`src/rtl/if_fetch_stage_if.sv`:
```
// -----------------------------------------------------------------------------
// if_fetch_stage_if
// Instruction-memory handshake between the fetch stage and instruction memory.
// Single-outstanding request/response: imem_req is level-held with a stable
// imem_addr until a cycle where imem_req && imem_rvalid (a completion).
//
// Signals:
//   imem_req    fetch stage -> memory   request valid, held until completion
//   imem_addr   fetch stage -> memory   word address, stable while imem_req=1
//   imem_rvalid memory -> fetch stage   response valid (same cycle or later)
//   imem_rdata  memory -> fetch stage   instruction word, valid with imem_rvalid
//
// Modports:
//   master - the fetch stage
//   slave  - the instruction memory
// -----------------------------------------------------------------------------
interface if_fetch_stage_if;
  logic        imem_req;
  logic [31:0] imem_addr;
  logic        imem_rvalid;
  logic [31:0] imem_rdata;

  modport master (
    output imem_req,
    output imem_addr,
    input  imem_rvalid,
    input  imem_rdata
  );

  modport slave (
    input  imem_req,
    input  imem_addr,
    output imem_rvalid,
    output imem_rdata
  );
endinterface

```
`src/rtl/if_fetch_stage.sv`:
```
// -----------------------------------------------------------------------------
// if_fetch_stage
// Instruction-fetch stage feeding the IF/ID pipeline register. Owns the PC,
// runs a single-outstanding request to instruction memory and applies EX
// redirects. IF_inst/IF_pc are registered and presented every cycle; the
// IF/ID register samples them unconditionally, so stalls hold them and cycles
// without a new instruction produce NOP bubbles.
//
// Optional feature (macro IF_PERF_CNT_EN): adds saturating performance
// counters perf_fetch_cnt and perf_wait_cnt. Undefined by default.
//
// Ports:
//   clk            clock, rising edge
//   rst_n          asynchronous active-low reset
//   is_stall       hazard-unit stall, holds IF outputs
//   redirect_valid one-cycle redirect from EX
//   redirect_pc    redirect target (bits [1:0] ignored)
//   imem           instruction-memory handshake (master side)
//   IF_inst        registered instruction to IF/ID
//   IF_pc          registered PC of IF_inst
//   perf_fetch_cnt instructions delivered to IF_inst (IF_PERF_CNT_EN only)
//   perf_wait_cnt  cycles with imem_req=1, imem_rvalid=0 (IF_PERF_CNT_EN only)
// -----------------------------------------------------------------------------
module if_fetch_stage #(
  parameter logic [31:0] RESET_PC = 32'h0000_0000,
  parameter logic [31:0] NOP_INST = 32'h0000_0013
) (
  input  logic               clk,
  input  logic               rst_n,
  input  logic               is_stall,
  input  logic               redirect_valid,
  input  logic [31:0]        redirect_pc,
  if_fetch_stage_if.master   imem,
  output logic [31:0]        IF_inst,
  output logic [31:0]        IF_pc
`ifdef IF_PERF_CNT_EN
  ,
  output logic [31:0]        perf_fetch_cnt,
  output logic [31:0]        perf_wait_cnt
`endif
);

  typedef enum logic [1:0] {
    S_IDLE  = 2'd0,
    S_FETCH = 2'd1,
    S_HOLD  = 2'd2,
    S_DRAIN = 2'd3
  } state_t;

  state_t      r_state;
  logic [31:0] r_pc;
  logic [31:0] r_inst;
  logic [31:0] r_if_pc;
  logic [31:0] r_buf_inst;
  logic [31:0] r_buf_pc;
  logic [31:0] r_drain_addr;
  logic [31:0] r_addr;
  logic        r_req;

  logic        w_done;
  logic [31:0] w_tgt;
  logic [31:0] w_pc_inc;

  assign w_done   = r_req && imem.imem_rvalid;
  assign w_tgt    = {redirect_pc[31:2], 2'b00};
  assign w_pc_inc = r_pc + 32'd4;  // wraps modulo 2^32

  assign imem.imem_req  = r_req;
  assign imem.imem_addr = r_addr;
  assign IF_inst        = r_inst;
  assign IF_pc          = r_if_pc;

  // Request and address are registered alongside the state so that imem_addr
  // is glitch-free and stable for the whole request, and imem_req falls
  // asynchronously with reset.
  always_ff @(posedge clk or negedge rst_n) begin
    if (!rst_n) begin
      r_state      <= S_IDLE;
      r_pc         <= RESET_PC;
      r_inst       <= NOP_INST;
      r_if_pc      <= 32'd0;
      r_buf_inst   <= NOP_INST;
      r_buf_pc     <= 32'd0;
      r_drain_addr <= 32'd0;
      r_addr       <= 32'd0;
      r_req        <= 1'b0;
    end else begin
      case (r_state)
        S_IDLE: begin
          r_state <= S_FETCH;
          r_req   <= 1'b1;
          if (redirect_valid) begin
            r_pc    <= w_tgt;
            r_addr  <= w_tgt;
            r_inst  <= NOP_INST;
            r_if_pc <= 32'd0;
          end else begin
            r_addr <= r_pc;
          end
        end

        S_FETCH: begin
          if (redirect_valid) begin
            // Flush wins over stall: the redirected-away slot is a bubble.
            r_pc    <= w_tgt;
            r_inst  <= NOP_INST;
            r_if_pc <= 32'd0;
            if (w_done) begin
              r_addr <= w_tgt;
            end else begin
              // The in-flight request must still complete at its own address.
              r_drain_addr <= r_pc;
              r_state      <= S_DRAIN;
            end
          end else if (w_done) begin
            r_pc   <= w_pc_inc;
            r_addr <= w_pc_inc;
            if (is_stall) begin
              // IF/ID cannot take it yet; park it and stop requesting.
              r_buf_inst <= imem.imem_rdata;
              r_buf_pc   <= r_pc;
              r_req      <= 1'b0;
              r_state    <= S_HOLD;
            end else begin
              r_inst  <= imem.imem_rdata;
              r_if_pc <= r_pc;
            end
          end else if (!is_stall) begin
            r_inst  <= NOP_INST;
            r_if_pc <= r_pc;
          end
        end

        S_HOLD: begin
          if (redirect_valid) begin
            r_pc    <= w_tgt;
            r_addr  <= w_tgt;
            r_inst  <= NOP_INST;
            r_if_pc <= 32'd0;
            r_req   <= 1'b1;
            r_state <= S_FETCH;
          end else if (!is_stall) begin
            r_inst  <= r_buf_inst;
            r_if_pc <= r_buf_pc;
            r_addr  <= r_pc;
            r_req   <= 1'b1;
            r_state <= S_FETCH;
          end
        end

        S_DRAIN: begin
          if (redirect_valid) begin
            r_pc    <= w_tgt;
            r_inst  <= NOP_INST;
            r_if_pc <= 32'd0;
          end else if (!is_stall) begin
            r_inst  <= NOP_INST;
            r_if_pc <= 32'd0;
          end
          if (w_done) begin
            // Stale data is dropped; start the real fetch at the newest pc.
            r_addr  <= redirect_valid ? w_tgt : r_pc;
            r_state <= S_FETCH;
          end else begin
            r_addr <= r_drain_addr;
          end
        end

        default: begin
          r_state <= S_IDLE;
          r_req   <= 1'b0;
        end
      endcase
    end
  end

`ifdef IF_PERF_CNT_EN
  logic        w_fetch_evt;
  logic        w_wait_evt;
  logic [31:0] r_fetch_cnt;
  logic [31:0] r_wait_cnt;

  // Only instructions that actually land in IF_inst count; dropped data and
  // redirected-away buffer contents do not.
  assign w_fetch_evt = !redirect_valid && !is_stall &&
                       (((r_state == S_FETCH) && w_done) || (r_state == S_HOLD));
  assign w_wait_evt  = r_req && !imem.imem_rvalid;

  always_ff @(posedge clk or negedge rst_n) begin
    if (!rst_n) begin
      r_fetch_cnt <= 32'd0;
      r_wait_cnt  <= 32'd0;
    end else begin
      if (w_fetch_evt && (r_fetch_cnt != 32'hFFFF_FFFF)) begin
        r_fetch_cnt <= r_fetch_cnt + 32'd1;
      end
      if (w_wait_evt && (r_wait_cnt != 32'hFFFF_FFFF)) begin
        r_wait_cnt <= r_wait_cnt + 32'd1;
      end
    end
  end

  assign perf_fetch_cnt = r_fetch_cnt;
  assign perf_wait_cnt  = r_wait_cnt;
`endif

endmodule

```
`src/flat_wrapper.sv`:
```
// flat-port wrapper written by rule: the top's interface ports become plain ports
module if_fetch_stage_flat 
#(
  parameter logic [31:0] RESET_PC = 32'h0000_0000,
  parameter logic [31:0] NOP_INST = 32'h0000_0013
)
  (clk, rst_n, is_stall, redirect_valid, redirect_pc, IF_inst, IF_pc, imem_imem_req, imem_imem_addr, imem_imem_rvalid, imem_imem_rdata);
  if_fetch_stage_if imem_i ();
  input  logic clk;
  input  logic rst_n;
  input  logic is_stall;
  input  logic redirect_valid;
  input  logic [31:0] redirect_pc;
  output logic [31:0] IF_inst;
  output logic [31:0] IF_pc;
  output wire logic [$bits(imem_i.imem_req)-1:0] imem_imem_req;
  output wire logic [$bits(imem_i.imem_addr)-1:0] imem_imem_addr;
  input wire logic [$bits(imem_i.imem_rvalid)-1:0] imem_imem_rvalid;
  input wire logic [$bits(imem_i.imem_rdata)-1:0] imem_imem_rdata;
  assign imem_imem_req = imem_i.imem_req;
  assign imem_imem_addr = imem_i.imem_addr;
  assign imem_i.imem_rvalid = imem_imem_rvalid;
  assign imem_i.imem_rdata = imem_imem_rdata;
  if_fetch_stage #(.RESET_PC(RESET_PC), .NOP_INST(NOP_INST)) u_core (.clk(clk), .rst_n(rst_n), .is_stall(is_stall), .redirect_valid(redirect_valid), .redirect_pc(redirect_pc), .imem(imem_i), .IF_inst(IF_inst), .IF_pc(IF_pc));
endmodule
```
`config.mk`:
```
export PLATFORM = sky130hd
export DESIGN_NAME = if_fetch_stage_flat
export DESIGN_NICKNAME = d
export VERILOG_FILES = /design/src/rtl/if_fetch_stage_if.sv /design/src/rtl/if_fetch_stage.sv /design/src/flat_wrapper.sv
export SDC_FILE = /design/constraint.sdc
export NUM_CORES = 1
export LEC_CHECK = 0
export CELL_PAD_IN_SITES_DETAIL_PLACEMENT = 1
export CELL_PAD_IN_SITES_GLOBAL_PLACEMENT = 2
export CORE_ASPECT_RATIO = 1.75
export CORE_UTILIZATION = 41
export CTS_CLUSTER_DIAMETER = 30
export DETAILED_ROUTE_END_ITERATION = 10
export DONT_BUFFER_PORTS = 1
export PLACE_DENSITY_LB_ADDON = 0.1
export SETUP_SLACK_MARGIN = 0.4
export SYNTH_ARGS = -nofsm -noshare
export SYNTH_HDL_FRONTEND = slang
export SYNTH_SLANG_ARGS = --single-unit
```
`constraint.sdc`:
```
create_clock -name clk -period 2.6 [get_ports clk]
set_input_delay 0.26 -clock clk [delete_from_list [all_inputs] [get_ports clk]]
set_output_delay 0.26 -clock clk [all_outputs]
set_load 0.005 [all_outputs]
```
==> flow_metrics.tcl, run 1 <==
set metrics [dict create \
    outcome "finished, violations left" \
    violations "negative hold slack" \
    postSynthRegisterBits 227 \
    final_weighted_congestion_in_routability_driven_placement 0.7957 \
    synth_area_per_cell_um2 9.853 \
    worstSetupPathType "reg -> reg" \
    routed_via_density 6.028 \
    synth_simple_gate_area_share_pct 14.24 \
    regToRegSetupSlack_ns 0.45 \
    cellLeakagePower_uw 0.006156 \
    synthAdderAreaFrac_pct 0.8226 \
    cp_num_buf_inv 1 \
    grt_setup_unrepaired "yes" \
    drtIter0Drc 552 \
    timing.critical_path.from "u_core.r_pc[2]" \
    worst_r2r_endpoint "u_core.imem.imem_addr[25]" \
    fraction_of_final_layout_cells_with_drive_strength_greater_than_1_pct 23.55 \
    avgRoutedWirePerCell_um 25.35 \
    via_count_of_the_first_global_routing_pass 11310 \
    wirelength_mm 43.27 \
    r2r_cells 6 \
    tritoncts "yes" \
    period_minus_slack_ns 2.154 \
    worst_path_max_delay_cell "sky130_fd_sc_hd__or4_4" \
    drc_errors 0 \
    timing.setup.tns_ns 0 \
    max-vdd-ir-drop_uv 630.3 \
    rows 83 \
    synth_async_sr_flop_share_pct 100.0 \
    worstSkewPairLatency_ns 0.54 \
    skew_ns 0.02369 \
    critical_path_peak_fanout 7 \
    tritoncts.num_buffers 42 \
    timing.critical_path.arrival_ns 2.61 \
    grt_pass1_wl_mm 67.31 \
    dr_total_vias 10289 \
    grt.total_usage_pct 28.93 \
    power_density_nw_per_um2 1222 \
    seq_area_frac_synth_pct 46.75 \
    max-cap-violations 0 \
    post_synth_mux_area_share_pct 11.86 \
    die_x_um 132.2 \
    clock.fmax_ghz 0.4643 \
    detailed_place_hpwl_mm 27.75 \
    syn-instance-count 1235 \
    first_pass_iters 5 \
    mappedNetlistNets 1312 \
    root_buffer "sky130_fd_sc_hd__clkbuf_16" \
    synth_compound_area_share_pct 20.17 \
    fin_nets 1369 \
    htreeDepth 2 \
    hold_violations 227 \
    die-height_um 229.9 \
    number_of_antenna_violations_at_the_first_check_in_global_routing 1 \
    core_um2 29290 \
    antenna-diode-count 0 \
    antenna_left 0 \
    die_area_um2 30400 \
    area_growth_syn_to_layout_pct 23.47 \
    crit_family "simple AND/OR/NAND/NOR gates" \
    cts_sinks 227 \
    cts_hold_buffers 49 \
    globalRouteOverflowTotal 0 \
    setup_viol 0 \
    pin_count 166 \
    hold_ws_ns -0.5765 \
    synth_enable_flop_cells 0 \
    cp_slowest_stage_delay_ns 0.57 \
    io_buffers 0 \
    ys_dominant_reg_cell "sky130_fd_sc_hd__dfrtp_1" \
    synth-xor-area-share_pct 0.8638 \
    synth_top_family_by_area "compound AO/OA/AOI/OAI gates" \
    setup.worst_path.end_class "flip-flop" \
    finalMaxSlewViolations 0 \
    critical_path_required_ns 3.06 \
    final_clock_period_utilization_by_the_worst_path_pct 82.84 \
    holdCritPathClass "in -> async" \
    synth-warning-count 0 \
    cp-start-kind "flip-flop" \
    distinct_cell_type_count_after_synthesis 78 \
    critical_path.cell_chain "buf_4 > nand3_4 > or3_4 > or4_4 > mux2_4 > a31oi_1" \
    worstMarginPinSlew_ns 0.5496 \
    clk_pin_slew_worst_paths_ns 0.05 \
    maxSlewHeadroom_pct 63.02 \
    grt_max_degree 228 \
    mappedNetlistArea_um2 12170 \
    initial_util_pct 41.55 \
    r2r_start "u_core.r_pc[2]" \
    ctsLongestPathBuffers 3 \
]
==> cell families after synthesis <==
group / count (synthesis)
compound gates: 369
simple gates: 351
flops: 227
buf+inv: 137
mux: 131
xor+xnor: 12
fa+ha+maj: 8
==> state kept, by name, indices dropped and copies added, names as in the netlist <==
signal	flops
u_core.IF_inst	32
u_core.IF_pc	32
u_core.imem.imem_addr	32
u_core.imem.imem_req	1
u_core.r_buf_inst	32
u_core.r_buf_pc	32
u_core.r_drain_addr	32
u_core.r_pc	32
u_core.r_state	2
==> worst max-delay path by stage <==
stage | endpoint | slack [ns] | cells past startpoint
final | u_core.imem.imem_addr[25] | 0.45 | 6
after floorplan | u_core.IF_inst[21] | 0.41 | 10
after global placement | u_core.IF_inst[26] | 0.28 | 8
after global routing | u_core.r_pc[24] | 0.36 | 6
after detailed placement | u_core.imem.imem_addr[8] | 0.22 | 8
after CTS | u_core.imem.imem_addr[25] | 0.40 | 6
==> layer usage <==
layer,wire length [um],GRT usage (%),vias up,part of all wire [%]
li1,-,-,4662,-
met1,16350,32.06,5278,38
met2,23450,54.05,260,54
met3,1878,5.049,89,4.3
met4,1591,11.71,0,3.7
met5,0,0,-,0
==> cells in the mapped netlist (5+ instances only) <==
library cell | number | area share (%)
sky130_fd_sc_hd__o2bb2ai_1 | 33 | 2.4
sky130_fd_sc_hd__buf_2 | 21 | 0.86
sky130_fd_sc_hd__a21boi_0 | 8 | 0.49
sky130_fd_sc_hd__buf_1 | 12 | 0.37
sky130_fd_sc_hd__and4_1 | 6 | 0.43
sky130_fd_sc_hd__mux2_2 | 101 | 9.3
sky130_fd_sc_hd__and2_1 | 6 | 0.31
sky130_fd_sc_hd__nor2b_1 | 8 | 0.41
sky130_fd_sc_hd__nor3_1 | 11 | 0.45
sky130_fd_sc_hd__a311oi_1 | 8 | 0.58
sky130_fd_sc_hd__o21ai_0 | 62 | 2.6
sky130_fd_sc_hd__a221oi_1 | 6 | 0.43
sky130_fd_sc_hd__a31oi_1 | 25 | 1.3
sky130_fd_sc_hd__mux2i_1 | 29 | 2.4
sky130_fd_sc_hd__o31ai_1 | 35 | 2.2
sky130_fd_sc_hd__o21a_1 | 5 | 0.31
sky130_fd_sc_hd__nand2_1 | 122 | 3.8
sky130_fd_sc_hd__nor4_1 | 10 | 0.51
sky130_fd_sc_hd__dfrtp_1 | 221 | 45
sky130_fd_sc_hd__o22ai_1 | 7 | 0.36
sky130_fd_sc_hd__clkbuf_1 | 72 | 2.2
sky130_fd_sc_hd__o211ai_1 | 9 | 0.56
sky130_fd_sc_hd__dfstp_2 | 6 | 1.3
sky130_fd_sc_hd__a22oi_1 | 30 | 1.9
sky130_fd_sc_hd__a22o_1 | 6 | 0.43
sky130_fd_sc_hd__nand4_1 | 17 | 0.87
sky130_fd_sc_hd__nand3_1 | 51 | 2.1
sky130_fd_sc_hd__clkbuf_8 | 7 | 0.79
sky130_fd_sc_hd__nor2_1 | 73 | 2.3
sky130_fd_sc_hd__xnor2_1 | 6 | 0.43
sky130_fd_sc_hd__ha_1 | 8 | 0.82
sky130_fd_sc_hd__a21oi_1 | 95 | 3.9
sky130_fd_sc_hd__nand3b_1 | 6 | 0.37
sky130_fd_sc_hd__a211oi_1 | 6 | 0.37
sky130_fd_sc_hd__nand2b_1 | 15 | 0.77
sky130_fd_sc_hd__xor2_1 | 6 | 0.43
sky130_fd_sc_hd__inv_1 | 18 | 0.56
==> placed cells by master (no fill, tap or decap), drive strengths merged, types with 25 or more instances in the layout <==
cell         Yosys  routed
dfrtp          221     221
nand2          122     122
mux2           102     102
a21oi           96      96
buf             38      82
nor2            73      73
clkbuf          80      63
o21ai           62      62
nand3           52      52
dlygate4sd3      0      48
o31ai           35      35
o2bb2ai         33      33
a22oi           30      30
mux2i           29      29
a31oi           25      25
==> report_power, final <==
group          internal (uW)  switching [uW]  total, uW
logic                   2640            3660       6300
registers               4960            1150       6110
clock network           4080            1870       5950
==> cell type report <==
cell class	count	area [um2]
well taps	382	478.0
flip-flops and latches	227	5699
fillers	3190	14260
clock inverters	15	264.0
clock buffers	62	1280
repair buffers	131	1255
multi-input cells	871	5976
inverters	19	71.32
==> per-stage QoR <==
step                      setup WS, ns  util [%]  cell area (um2)  total power (uW)  std cells
final                           0.4461     51.30            15020             18360       1707
after global placement          0.2765     43.68            12790             11960       1576
after CTS                       0.4043     50.85            14890             18340       1704
after global routing            0.3634     51.30            15020             19340       1707
after detailed placement        0.2222     43.68            12790             12170       1576
after floorplan                 0.4105         -            12180              9839       1235
==> what timing repair did <==
item	4_1_cts	5_1_grt
buffers inserted	2	2
pin swaps	0	3
setup endpoints to repair	86	134
resized for setup	14	31
cloned	0	1
hold endpoints to repair	288	227
No activity file was read; power rests on OpenSTA's default activity.
==> run 2: changes to the inputs <==
==> constraint.sdc (replaced) <==
create_clock -name clk -period 2.1 [get_ports clk]
set_input_delay 0.21 -clock clk [delete_from_list [all_inputs] [get_ports clk]]
set_output_delay 0.21 -clock clk [all_outputs]
set_load 0.005 [all_outputs]
==> flow_metrics.tcl, run 2 (same netlist as run 1, synthesis figures left out) <==
set metrics [dict create \
    worst_r2r_endpoint "u_core.r_pc[31]" \
    dr_total_vias 12140 \
    via_count_of_the_first_global_routing_pass 12926 \
    timing.critical_path.arrival_ns 2.70 \
    violations "negative hold slack, negative setup slack" \
    cts_hold_buffers 60 \
    worstSkewPairLatency_ns 0.54 \
    timing.critical_path.from "u_core.r_pc[14]" \
    initial_util_pct 41.55 \
    root_buffer "sky130_fd_sc_hd__clkbuf_16" \
    maxSlewHeadroom_pct 52.90 \
    critical_path_required_ns 2.54 \
    max-cap-violations 0 \
    r2r_start "u_core.r_pc[14]" \
    final_weighted_congestion_in_routability_driven_placement 0.8243 \
    pin_count 166 \
    final_common_cell "sky130_fd_sc_hd__dfrtp_1" \
    ff_latch_area_um2 5705 \
    die_x_um 132.2 \
    grt_setup_unrepaired "yes" \
    cts_sinks 227 \
    finalMaxSlewViolations 0 \
    final_clock_period_utilization_by_the_worst_path_pct 107.8 \
    critical_path_peak_fanout 7 \
    die_area_um2 30400 \
    rows 83 \
    antenna_left 0 \
    hold_ws_ns -0.6313 \
    area_growth_syn_to_layout_pct 61.51 \
    final_cell_count_no_fill 1929 \
    first_pass_iters 5 \
    avgRoutedWirePerCell_um 30.68 \
    place.detailed.instances 1650 \
    htreeDepth 2 \
    layout_common_cells "sky130_fd_sc_hd__dfrtp_1, sky130_fd_sc_hd__buf_4, sky130_fd_sc_hd__nand2_1" \
    power_density_nw_per_um2 1534 \
    fin_nets 1591 \
    period_minus_slack_ns 2.264 \
    outcome "finished, violations left" \
    cellLeakagePower_uw 0.008386 \
    globalRouteOverflowTotal 0 \
    clock.fmax_ghz 0.4417 \
    holdCritPathClass "in -> async" \
    skew_ns 0.01280 \
    setup_viol 77 \
    number_of_antenna_violations_at_the_first_check_in_global_routing 1 \
    max-vdd-ir-drop_uv 1193 \
    clk_pin_slew_worst_paths_ns 0.05 \
    finalWorstSetupSlack_ns -0.1639 \
    worstMarginPinSlew_ns 0.7050 \
    io_buffers 0 \
    wirelength_mm 59.18 \
    drtIter0Drc 612 \
    routed_via_density 6.293 \
    die-height_um 229.9 \
    multiInputGateArea_um2 7860 \
    r2r_cells 6 \
    regToRegSetupSlack_ns -0.16 \
    cp-start-kind "flip-flop" \
    fill_cell_instance_count_of_the_final_layout 2835 \
    detailed_place_hpwl_mm 30.05 \
    worstSetupPathType "reg -> reg" \
    grt.total_usage_pct 33.62 \
    ctsLongestPathBuffers 3 \
    critical_path.cell_chain "nand4_1 > buf_4 > nor4_4 > buf_4 > nand4_1 > a211oi_2" \
    cp_slowest_stage_delay_ns 0.45 \
    grt_max_degree 228 \
    setup.worst_path.end_class "flip-flop" \
    fraction_of_final_layout_cells_with_drive_strength_greater_than_1_pct 47.54 \
    timing.setup.tns_ns -4.394 \
    grt_pass1_wl_mm 77.14 \
    tritoncts.num_buffers 44 \
    tritoncts "yes" \
    cp-endpoint "u_core.r_pc[31]" \
    hold_violations 227 \
    worst_path_max_delay_cell "sky130_fd_sc_hd__dfrtp_2" \
    core_um2 29290 \
    drc_errors 0 \
]
## run 2: changes by cell type in the layout (fill, tap and decap cells not counted), moves of 28 or more
cell / before / now
sky130_fd_sc_hd__mux2_2: 101 / 37
sky130_fd_sc_hd__buf_12: 8 / 36
sky130_fd_sc_hd__buf_6: 3 / 73
sky130_fd_sc_hd__buf_4: 68 / 152
sky130_fd_sc_hd__mux2_4: 1 / 65
sky130_fd_sc_hd__nand2_1: 120 / 84
sky130_fd_sc_hd__o2bb2ai_1: 33 / 1
## run 2: critical path: cells and delay by family, from the launching register on
kind                   cells  cell delay (ns)
AO/OA/AOI/OAI              1             0.28
flip-flops                 1             0.45
AND/OR/NAND/NOR            3             0.92
buffers and inverters      2             0.50
## run 2: cell type report
class	count	share of cell area (%)
flip-flops and latches	227	29.03
multi-input cells	872	39.99
clock buffers	59	6.354
diodes	1	0.01273
clock inverters	19	1.611
well taps	382	2.432
inverters	19	0.3884
repair buffers	350	20.18
## run 2: repair_timing
action,in CTS,in global routing
resized for setup,184,339
cloned,15,15
hold endpoints to repair,313,227
setup buffers,59,51
setup endpoints to repair,224,224
pin swaps,49,102
## run 2: report_power, final
part | switching (uW) | total (uW) | internal [uW]
sequential | 1730 | 7880 | 6150
combinational | 7470 | 14700 | 7180
clock | 2490 | 7620 | 5130
total | 11700 | 30200 | 18500
## run 2: layer usage
layer	share of wire [%]	GRT usage (%)	vias to the layer above
met5	0	0	-
met4	8.3	22.95	0
met3	5.7	6.239	231
met2	53	62.95	513
met1	33	33.20	6268
li1	-	-	5128
## run 2: worst min-delay path by stage
stage               cells after the start  start  slack [ns]                   endpoint
floorplan                               0  rst_n       -0.09         u_core.IF_inst[10]
global placement                        0  rst_n       -0.08   u_core.imem.imem_addr[4]
detailed placement                      0  rst_n       -0.08   u_core.imem.imem_addr[4]
CTS                                     0  rst_n       -0.64  u_core.imem.imem_addr[15]
global route                            0  rst_n       -0.64     u_core.r_drain_addr[9]
finish                                  0  rst_n       -0.63     u_core.r_drain_addr[9]
## run 2: per-stage QoR
stage               util, %  hold WS, ns  setup slack (ns)  total power, uW  area, um2
finish                67.11      -0.6313           -0.1639            30150      19650
global route          67.11      -0.6388           -0.2062            31090      19650
floorplan                 -     -0.08559           0.02702            12610      12570
CTS                   59.31      -0.6399           0.07304            25920      17370
detailed placement    46.32     -0.07900           -0.1703            15810      13570
global placement      46.32     -0.07973          -0.07913            15540      13570
==> run 3: changes to the inputs <==
--- a/config.mk
+++ b/config.mk
@@ -7,9 +7,9 @@
 export LEC_CHECK = 0
 export CELL_PAD_IN_SITES_DETAIL_PLACEMENT = 1
 export CELL_PAD_IN_SITES_GLOBAL_PLACEMENT = 2
-export CORE_ASPECT_RATIO = 1.75
-export CORE_UTILIZATION = 41
-export CTS_CLUSTER_DIAMETER = 30
+export CORE_UTILIZATION = 42
+export CTS_BUF_LIST = sky130_fd_sc_hd__clkbuf_4 sky130_fd_sc_hd__clkbuf_8
+export CTS_CLUSTER_DIAMETER = 100
 export DETAILED_ROUTE_END_ITERATION = 10
 export DONT_BUFFER_PORTS = 1
 export PLACE_DENSITY_LB_ADDON = 0.1
==> flow_metrics.tcl, run 3 (same netlist as run 1, synthesis figures left out) <==
set metrics [dict create \
    outcome "finished, violations left" \
    violations "negative hold slack, negative setup slack" \
    die_x_um 172.2 \
    core_um2 28160 \
    grt_pass1_wl_mm 70.75 \
    pin_count 166 \
    first_pass_iters 5 \
    fin_nets 1545 \
    hold_ws_ns -0.6500 \
    detailed_place_hpwl_mm 26.21 \
    finalWorstSetupSlack_ns -0.4821 \
    final_common_cell "sky130_fd_sc_hd__dfrtp_1" \
    final_cell_count_no_fill 1877 \
    r2r_cells 9 \
    worst_r2r_endpoint "u_core.imem.imem_addr[28]" \
    final_weighted_congestion_in_routability_driven_placement 0.8433 \
    rows 61 \
    routed_via_density 6.316 \
    regToRegSetupSlack_ns -0.48 \
    worstSetupPathType "reg -> reg" \
    root_buffer "sky130_fd_sc_hd__clkbuf_8" \
    drc_errors 0 \
    cp-start-kind "flip-flop" \
    die-height_um 172.2 \
    placed_cell_area_um2 13230 \
    initial_util_pct 43.20 \
    hold_violations 227 \
    wirelength_mm 54.04 \
    avgRoutedWirePerCell_um 28.79 \
    number_of_antenna_violations_at_the_first_check_in_global_routing 1 \
    fraction_of_final_layout_cells_with_drive_strength_greater_than_1_pct 41.12 \
    ctsLongestPathBuffers 3 \
    htreeDepth 2 \
    timing.critical_path.arrival_ns 2.97 \
    critical_path_required_ns 2.49 \
    max-cap-violations 0 \
    tritoncts "yes" \
    setup.worst_path.end_class "flip-flop" \
    worstMarginPinSlew_ns 0.9427 \
    clk_pin_slew_worst_paths_ns 0.06 \
    io_buffers 0 \
    antenna_left 0 \
    cts_sinks 227 \
    area_growth_syn_to_layout_pct 47.95 \
    period_minus_slack_ns 2.582 \
    clock.fmax_ghz 0.3873 \
    critical_path_peak_fanout 5 \
    via_count_of_the_first_global_routing_pass 11892 \
    tritoncts.num_buffers 43 \
    final_clock_period_utilization_by_the_worst_path_pct 123.0 \
    globalRouteOverflowTotal 0 \
    max-vdd-ir-drop_uv 668.4 \
    place.detailed.instances 1604 \
    grt.total_usage_pct 31.75 \
    grt_max_degree 228 \
    design_area_um2 18000 \
    drtIter0Drc 917 \
    finalMaxSlewViolations 0 \
    setup_viol 13 \
    die_area_um2 29660 \
    holdCritPathClass "in -> async" \
    worstSkewPairLatency_ns 0.59 \
    skew_ns 0.04263 \
    grt_setup_unrepaired "yes" \
    r2r_start "u_core.r_state[0]" \
    layout_common_cells "sky130_fd_sc_hd__dfrtp_1, sky130_fd_sc_hd__buf_4, sky130_fd_sc_hd__nand2_1" \
    power_density_nw_per_um2 1418 \
    dr_total_vias 11855 \
    maxSlewHeadroom_pct 36.49 \
    cellLeakagePower_uw 0.007715 \
]
[run 3: how the worst max path moves through the flow]
stage,endpoint,from,slack [ns]
3_3_place_gp,u_core.IF_inst[1],u_core.r_state[0],0.04
3_5_place_dp,u_core.IF_inst[1],u_core.r_state[0],-0.02
2_1_floorplan,u_core.r_buf_inst[10],u_core.r_state[1],0.03
4_1_cts,u_core.IF_pc[2],u_core.r_state[0],0.14
5_1_grt,u_core.imem.imem_addr[28],u_core.r_state[0],-0.50
6_report,u_core.imem.imem_addr[28],u_core.r_state[0],-0.48
[run 3: per-layer routing]
metal	global-route usage (%)	vias to the layer above	share of wire [%]
met2	53.17	600	49
met1	39.00	6017	38
li1	-	5032	-
met4	13.51	0	5.5
met5	0	-	0
met3	7.507	206	8.0
[run 3: worst max-delay path, cell delays in order (launching register included)]
cell	delay (ns)
sky130_fd_sc_hd__dfrtp_2	0.46
sky130_fd_sc_hd__inv_2	0.13
sky130_fd_sc_hd__ha_4	0.20
sky130_fd_sc_hd__nor2b_4	0.17
sky130_fd_sc_hd__and2_4	0.18
sky130_fd_sc_hd__a21oi_4	0.05
sky130_fd_sc_hd__buf_12	0.14
sky130_fd_sc_hd__buf_4	0.12
sky130_fd_sc_hd__o21ai_0	0.73
sky130_fd_sc_hd__o22ai_1	0.20
[run 3: final cells by class]
class | instances | area (um2)
fill | 2839 | 10160
multi-input combinational | 871 | 7420
sequential | 227 | 5705
timing repair buffer | 306 | 3443
clock buffer | 70 | 844.6
tap | 378 | 473.0
inverter | 19 | 82.58
clock inverter | 5 | 31.28
antenna | 1 | 2.502
[run 3: power breakdown]
| group | internal [uW] | switching (uW) |
|---|---|---|
| clock | 2530 | 2030 |
| combinational | 6510 | 6730 |
| sequential | 6140 | 1590 |
[run 3: per-stage QoR]
step / setup WS, ns / hold slack [ns] / power (uW) / utilization, % / setup TNS (ns)
CTS: 0.1404 / -0.6974 / 22480 / 57.94 / 0
global placement: 0.03976 / -0.08005 / 15110 / 46.99 / 0
finish: -0.4821 / -0.6500 / 25530 / 63.92 / -0.5938
global route: -0.4976 / -0.6870 / 26580 / 63.92 / -2.613
floorplan: 0.02702 / -0.08559 / 12610 / - / 0
detailed placement: -0.01826 / -0.08061 / 15380 / 46.99 / -0.02087
[run 3: what timing repair did]
| item | in CTS | in global routing |
|---|---|---|
| pin swaps | 43 | 78 |
| endpoints found under the setup margin | 225 | 218 |
| gates cloned | 14 | 12 |
| hold buffers | 58 | 2 |
| gates resized for setup | 172 | 235 |
| setup buffers | 67 | 44 |
| hold endpoints to repair | 330 | 228 |
